[src/rtl/rv_pipe_pkg.sv]
// Shared pipeline definitions for the 5-stage RV64 core: datapath width,
// ALUOp encodings, major opcodes and the ID/EX control bundle.
package rv_pipe_pkg;

  localparam int XLEN = 64;

  localparam logic [1:0] ALUOP_LDST = 2'b00;
  localparam logic [1:0] ALUOP_BR   = 2'b01;
  localparam logic [1:0] ALUOP_R    = 2'b10;

  localparam logic [6:0] OPC_LOAD   = 7'b0000011;
  localparam logic [6:0] OPC_STORE  = 7'b0100011;
  localparam logic [6:0] OPC_BRANCH = 7'b1100011;
  localparam logic [6:0] OPC_OP     = 7'b0110011;
  localparam logic [6:0] OPC_OP_IMM = 7'b0010011;
  localparam logic [6:0] OPC_OP_32  = 7'b0111011;
  localparam logic [6:0] OPC_JAL    = 7'b1101111;
  localparam logic [6:0] OPC_JALR   = 7'b1100111;
  localparam logic [6:0] OPC_LUI    = 7'b0110111;
  localparam logic [6:0] OPC_AUIPC  = 7'b0010111;

  typedef struct packed {
    logic       branch;
    logic       memread;
    logic       memtoreg;
    logic       memwrite;
    logic       alusrc;
    logic       regwrite;
    logic [1:0] aluop;
  } id_ex_ctrl_t;

  localparam id_ex_ctrl_t CTRL_NOP = '0;

  // True when the bundle can change architectural or memory state.
  function automatic logic ctrl_has_effect(input id_ex_ctrl_t c);
    return c.regwrite | c.memwrite | c.branch;
  endfunction

endpackage

[src/rtl/hazard_unit.sv]
// Combinational load-use hazard detector. Drives decode's bubble input and
// the PC / IF/ID write enables; a flush overrides any stall request.
module hazard_unit
  import rv_pipe_pkg::*;
(
  input  logic       ex_valid,
  input  logic       ex_memread,
  input  logic [4:0] ex_rd,
  input  logic       id_valid,
  input  logic [4:0] id_rs1,
  input  logic [4:0] id_rs2,
  input  logic       flush,
  output logic       hazard,
  output logic       bubble,
  output logic       pc_write,
  output logic       if_id_write
);

  logic rd_match;

  // Both sources are compared whatever the format, so the check is conservative.
  always_comb begin
    rd_match    = (ex_rd == id_rs1) | (ex_rd == id_rs2);
    hazard      = ex_valid & ex_memread & (ex_rd != 5'd0) & id_valid & rd_match;
    bubble      = hazard & ~flush;
    pc_write    = ~bubble;
    if_id_write = ~bubble;
  end

endmodule

[src/rtl/id_ex_stage.sv]
// ID/EX pipeline register with load-use stall insertion, branch flush and
// saturating stall/flush counters. One-cycle latency from ID to EX.
module id_ex_stage
  import rv_pipe_pkg::*;
#(
  parameter int XLEN  = rv_pipe_pkg::XLEN,
  parameter int CNT_W = 32
) (
  input  logic             clk,
  input  logic             reset,
  input  logic             id_valid,
  input  logic [XLEN-1:0]  id_pc,
  input  logic [4:0]       id_rs1,
  input  logic [4:0]       id_rs2,
  input  logic [4:0]       id_rd,
  input  logic [2:0]       id_funct3,
  input  logic [6:0]       id_funct7,
  input  logic [XLEN-1:0]  id_rdata1,
  input  logic [XLEN-1:0]  id_rdata2,
  input  logic [XLEN-1:0]  id_imm,
  input  logic             id_branch,
  input  logic             id_memread,
  input  logic             id_memtoreg,
  input  logic             id_memwrite,
  input  logic             id_alusrc,
  input  logic             id_regwrite,
  input  logic [1:0]       id_aluop,
  input  logic             flush,
  output logic             bubble,
  output logic             pc_write,
  output logic             if_id_write,
  output logic             ex_valid,
  output logic [XLEN-1:0]  ex_pc,
  output logic [XLEN-1:0]  ex_rdata1,
  output logic [XLEN-1:0]  ex_rdata2,
  output logic [XLEN-1:0]  ex_imm,
  output logic [4:0]       ex_rs1,
  output logic [4:0]       ex_rs2,
  output logic [4:0]       ex_rd,
  output logic [2:0]       ex_funct3,
  output logic [6:0]       ex_funct7,
  output logic             ex_branch,
  output logic             ex_memread,
  output logic             ex_memtoreg,
  output logic             ex_memwrite,
  output logic             ex_alusrc,
  output logic             ex_regwrite,
  output logic [1:0]       ex_aluop,
  output logic [CNT_W-1:0] stall_count,
  output logic [CNT_W-1:0] flush_count
);

  localparam logic [CNT_W-1:0] CNT_ONE = {{(CNT_W-1){1'b0}}, 1'b1};
  localparam logic [CNT_W-1:0] CNT_MAX = '1;

  // ex_valid qualifies the EX slot: when 0 every ex_* control bit is 0 and
  // the entry has no architectural effect. There is no ready/backpressure.
  id_ex_ctrl_t ex_ctrl;
  id_ex_ctrl_t id_ctrl;
  logic        hazard;

  assign id_ctrl = '{branch:   id_branch,
                     memread:  id_memread,
                     memtoreg: id_memtoreg,
                     memwrite: id_memwrite,
                     alusrc:   id_alusrc,
                     regwrite: id_regwrite,
                     aluop:    id_aluop};

  hazard_unit u_hazard (
    .ex_valid    (ex_valid),
    .ex_memread  (ex_ctrl.memread),
    .ex_rd       (ex_rd),
    .id_valid    (id_valid),
    .id_rs1      (id_rs1),
    .id_rs2      (id_rs2),
    .flush       (flush),
    .hazard      (hazard),
    .bubble      (bubble),
    .pc_write    (pc_write),
    .if_id_write (if_id_write)
  );

  // Flush and bubble both load the all-zero NOP image; flush has priority.
  always_ff @(posedge clk or negedge reset) begin
    if (!reset) begin
      ex_valid  <= 1'b0;
      ex_pc     <= '0;
      ex_rdata1 <= '0;
      ex_rdata2 <= '0;
      ex_imm    <= '0;
      ex_rs1    <= '0;
      ex_rs2    <= '0;
      ex_rd     <= '0;
      ex_funct3 <= '0;
      ex_funct7 <= '0;
      ex_ctrl   <= CTRL_NOP;
    end else if (flush || bubble) begin
      ex_valid  <= 1'b0;
      ex_pc     <= '0;
      ex_rdata1 <= '0;
      ex_rdata2 <= '0;
      ex_imm    <= '0;
      ex_rs1    <= '0;
      ex_rs2    <= '0;
      ex_rd     <= '0;
      ex_funct3 <= '0;
      ex_funct7 <= '0;
      ex_ctrl   <= CTRL_NOP;
    end else begin
      ex_valid  <= id_valid;
      ex_pc     <= id_pc;
      ex_rdata1 <= id_rdata1;
      ex_rdata2 <= id_rdata2;
      ex_imm    <= id_imm;
      ex_rs1    <= id_rs1;
      ex_rs2    <= id_rs2;
      ex_rd     <= id_rd;
      ex_funct3 <= id_funct3;
      ex_funct7 <= id_funct7;
      ex_ctrl   <= id_valid ? id_ctrl : CTRL_NOP;
    end
  end

  always_ff @(posedge clk or negedge reset) begin
    if (!reset) begin
      stall_count <= '0;
      flush_count <= '0;
    end else if (flush) begin
      if (flush_count != CNT_MAX) flush_count <= flush_count + CNT_ONE;
    end else if (bubble) begin
      if (stall_count != CNT_MAX) stall_count <= stall_count + CNT_ONE;
    end
  end

  assign ex_branch   = ex_ctrl.branch;
  assign ex_memread  = ex_ctrl.memread;
  assign ex_memtoreg = ex_ctrl.memtoreg;
  assign ex_memwrite = ex_ctrl.memwrite;
  assign ex_alusrc   = ex_ctrl.alusrc;
  assign ex_regwrite = ex_ctrl.regwrite;
  assign ex_aluop    = ex_ctrl.aluop;

endmodule

[config.mk]
export PLATFORM = sky130hd
export DESIGN_NAME = id_ex_stage
export DESIGN_NICKNAME = d
export VERILOG_FILES = /design/src/rtl/rv_pipe_pkg.sv /design/src/rtl/hazard_unit.sv /design/src/rtl/id_ex_stage.sv
export SDC_FILE = /design/constraint.sdc
export NUM_CORES = 1
export LEC_CHECK = 0
export CAP_MARGIN = 20
export CORE_AREA = 2 2 252 254
export CTS_BUF_LIST = sky130_fd_sc_hd__clkbuf_16
export CTS_CLUSTER_SIZE = 28
export DETAILED_ROUTE_END_ITERATION = 8
export DIE_AREA = 0 0 254 256
export GPL_ROUTABILITY_DRIVEN = 0
export MAX_ROUTING_LAYER = met4
export SETUP_SLACK_MARGIN = 0.5
export SYNTH_ARGS = -nofsm -noshare
export SYNTH_HDL_FRONTEND = slang
export SYNTH_SLANG_ARGS = --single-unit
export TNS_END_PERCENT = 1
[constraint.sdc]
create_clock -name clk -period 2.1 [get_ports clk]
set_clock_uncertainty 0.05 [all_clocks]
set_input_delay 0.315 -clock clk [delete_from_list [all_inputs] [get_ports clk]]
set_output_delay 0.315 -clock clk [all_outputs]
set_load 0.02 [all_outputs]
==> metrics.md <==
| Metric | Value |
|---|---|
| Reg2reg path depth | 10 |
| Grt total ovfl | 0 |
| GRT Total Usage | between 10% and 20% |
| Drt total wl | 46.8 mm |
| Synth Instances | 904 |
| Syn avg cell area | 13.7 um2 |
| H-Tree Depth | 2 |
| Final design utilization | 36.6% |
| DR WL/cell | 18.4 um |
| Clock-pin slew on the worst setup and hold paths | about 0.060 ns |
| CP required | 1.74 ns |
| Max VDD drop | 0.000582 V |
| Seq/Total Area, Yosys | 71.7% |
| First-pass GRT wire length | 68.0 mm |
| Drt drc | 0 |
| Initial antenna violation count | 6 |
| CP Capture Type | output port |
| Setup_tns | -63.39 ns |
| Die X | 254 um |
| R2r setup slk | -0.35 ns |
| Mapped Nets | 1199 |
| Status | complete, but fails checks |
| Max-capacitance violation count | 0 |
| Warnings from Yosys | 0 |
| Final setup viols | 306 |
| CTS tree | done |
| Failing checks | setup timing |
| Post-route minimum period | 2.54 ns |
| CTS Sinks | 354 |
| Max-slew violations | 0 |
| Max Buffers Root-to-Sink | 3 |
| Number of synthesized flops with an enable pin | 0 |
| RSZ-0062 raised after global routing | true |
| Area grow syn2layout | 85.0% |
| Port bufs | around 650 |
| Post-route ant nets | 0 |
| Library cells used by synthesis | 38 |
| Die area | roughly 65000 um2 |
| Post-synth top area cell | dfrtp_1 |
| CTS Buf Count | just over 40 |
| Post-synth ARST share | 100% |
| Vias | 9701 |
| Post-route clock period utilization | 121% |
| Final nets | 1959 |
| DR iter-0 viols | between 300 and 400 |
| Final Hold Viols | 0 |
| Vias in the first global route | 10800 |
| Reg2reg start | ex_rd[1] |
| Max Clock Freq | 393 MHz |
| Hold Crit Class | primary input to async pin |
| CP Data Arrival Time | between 2 and 2.5 ns |
| Leakage Power | 12.5 nW |
| Crit Path Max Fanout | 4 |
| Row Count | 92 |
| Relative slew slack | 64.9% |
| Fraction of layout instances using a drive strength above 1 | 26.9% |
| Area contributors post-synth | dfrtp_1 (72%), and2_1 (14%), xnor2_1 (2.8%), xor2_1 (2.2%), nand4_1 (1.4%) |
| Pwr dens | 750 nW/um2 |
| CTS root buf | clkbuf_16 |
| Synth Cell Area | 12400 um2 |
| 1st-pass router iterations | 4 |
| Fillers | 6099 |
| Via density | between 3 and 4 |
| Critical R2R Capture | ex_pc[29] |
| Final worst slack | -0.443 ns |
| Ports | 650 |
| Core area | 62400 um2 |
| Die Y | 256 um |
| Initial Util | about a fifth |
| Yosys top cell area share | between 70 and 80% |
| Largest net degree at the start of global routing | 60 |
| Synth Flop Type | dfrtp_1 |
| CP Class | flip-flop to output port |
| Clk_lat worst skew | 0.55 ns |
| Post-DP HPWL | 34.3 mm |
| Synthesized flop and latch total | 354 |
| Critical path launch point type | flip-flop |
| Slew @ Worst Pin | 0.527 ns |
[how the worst max path moves through the flow]
stage                         start       end  slack, ns  cells after the start
final                      ex_rd[1]    bubble      -0.44                      6
after detailed placement   id_valid    bubble      -0.69                      6
after CTS                  ex_rd[3]    bubble      -0.52                      6
after global routing       ex_rd[1]    bubble      -0.54                      6
after global placement    id_rs2[4]    bubble      -0.72                      8
after floorplan            ex_rd[1]  pc_write       0.01                      6
[report_power, final]
part | internal, mW | leakage [nW] | switching, mW | total (mW)
Sequential | 7.17 | 4.59 | 0.180 | 7.35
Combinational | 1.41 | 7.27 | 1.21 | 2.62
Clock | 4.30 | 0.681 | 2.86 | 7.16
[flip-flops by register name, indices dropped and copies added, names as in the netlist, 2 cells and up]
| signal | cells |
|---|---|
| ex_rd | 5 |
| ex_funct3 | 3 |
| ex_pc | 64 |
| ex_rs1 | 5 |
| ex_imm | 64 |
| ex_rdata1 | 64 |
| flush_count | 32 |
| ex_rs2 | 5 |
| ex_aluop | 2 |
| ex_funct7 | 7 |
| stall_count | 32 |
| ex_rdata2 | 64 |
[cells in the mapped netlist, types with 2 or more instances]
cell / n
xnor2_1: 39
and4_1: 3
nor2_1: 24
nor3_2: 3
xor2_1: 31
nor3_1: 9
dfrtp_1: 354
nor4_1: 3
ha_1: 2
inv_1: 3
and2_1: 286
nand2_1: 21
nand3_1: 23
mux2_2: 3
clkbuf_1: 19
buf_2: 14
buf_4: 2
a21oi_1: 2
nand4_1: 27
and3_1: 18
[metrics by stage]
stage	hold WS (ns)	worst slack [ns]	cell area, um2	total power, mW	instances
6_report	0.268	-0.443	22900	17.1	2541
5_1_grt	0.239	-0.542	22900	17.9	2540
4_1_cts	0.219	-0.524	22100	17.3	2523
3_5_place_dp	0.256	-0.690	20500	10.0	2436
3_3_place_gp	0.251	-0.724	20500	9.96	2436
2_1_floorplan	-0.0306	0.0132	12400	8.26	904
[routing by layer]
metal,up-vias,share of wire [%],track usage (%)
met5,-,0,-
met4,0,3.4,4.80
met3,89,8.3,4.73
met2,394,50,23.9
met1,4797,38,15.9
li1,4421,-,-
[critical path, stage by stage, from the launching register on]
cell       delay, ns
dfrtp_2         0.40
or4_4           0.58
o2111ai_4       0.21
or2_4           0.15
or2_4           0.14
inv_4           0.04
buf_6           0.12
[repair_timing]
action | 4_1_cts | 5_1_grt
setup endpoints to repair | 710 | 594
endpoints found under the hold margin | 38 | 0
hold buffers | 1 | 0
gates resized for setup | 783 | 307
buffers inserted | 11 | 9
pin swaps | 28 | 69
gates cloned | 5 | 5
[cell type report]
class	instances	area (um2)	area share (%)
clock inverters	27	259	1.13
inverters	3	13.8	0.0602
clock buffers	43	1080	4.71
well taps	846	1060	4.63
diodes	4	10.0	0.0438
flip-flops and latches	354	8880	38.9
multi-input cells	510	3740	16.4
repair buffers	754	7810	34.2
[cells by family after synthesis]
| family | count (synthesis) | share of synthesized area [%] |
|---|---|---|
| fa+ha+maj | 2 | 0.202 |
| xor+xnor | 70 | 4.96 |
| flops | 354 | 71.7 |
| buf+inv | 40 | 1.49 |
| mux | 3 | 0.273 |
| compound gates | 5 | 0.273 |
| simple gates | 430 | 21.1 |
[cells in the final DEF (no fill, tap or decap), types with 29 or more instances in the layout]
| cell | n |
|---|---|
| and2_1 | 280 |
| buf_2 | 92 |
| buf_4 | 56 |
| buf_6 | 55 |
| clkbuf_16 | 48 |
| clkdlybuf4s15_2 | 69 |
| clkdlybuf4s50_1 | 291 |
| dfrtp_1 | 333 |
| dlymetal6s2s_1 | 158 |
| xnor2_1 | 29 |
| xor2_1 | 30 |
No activity file was read; power rests on OpenSTA's default activity.
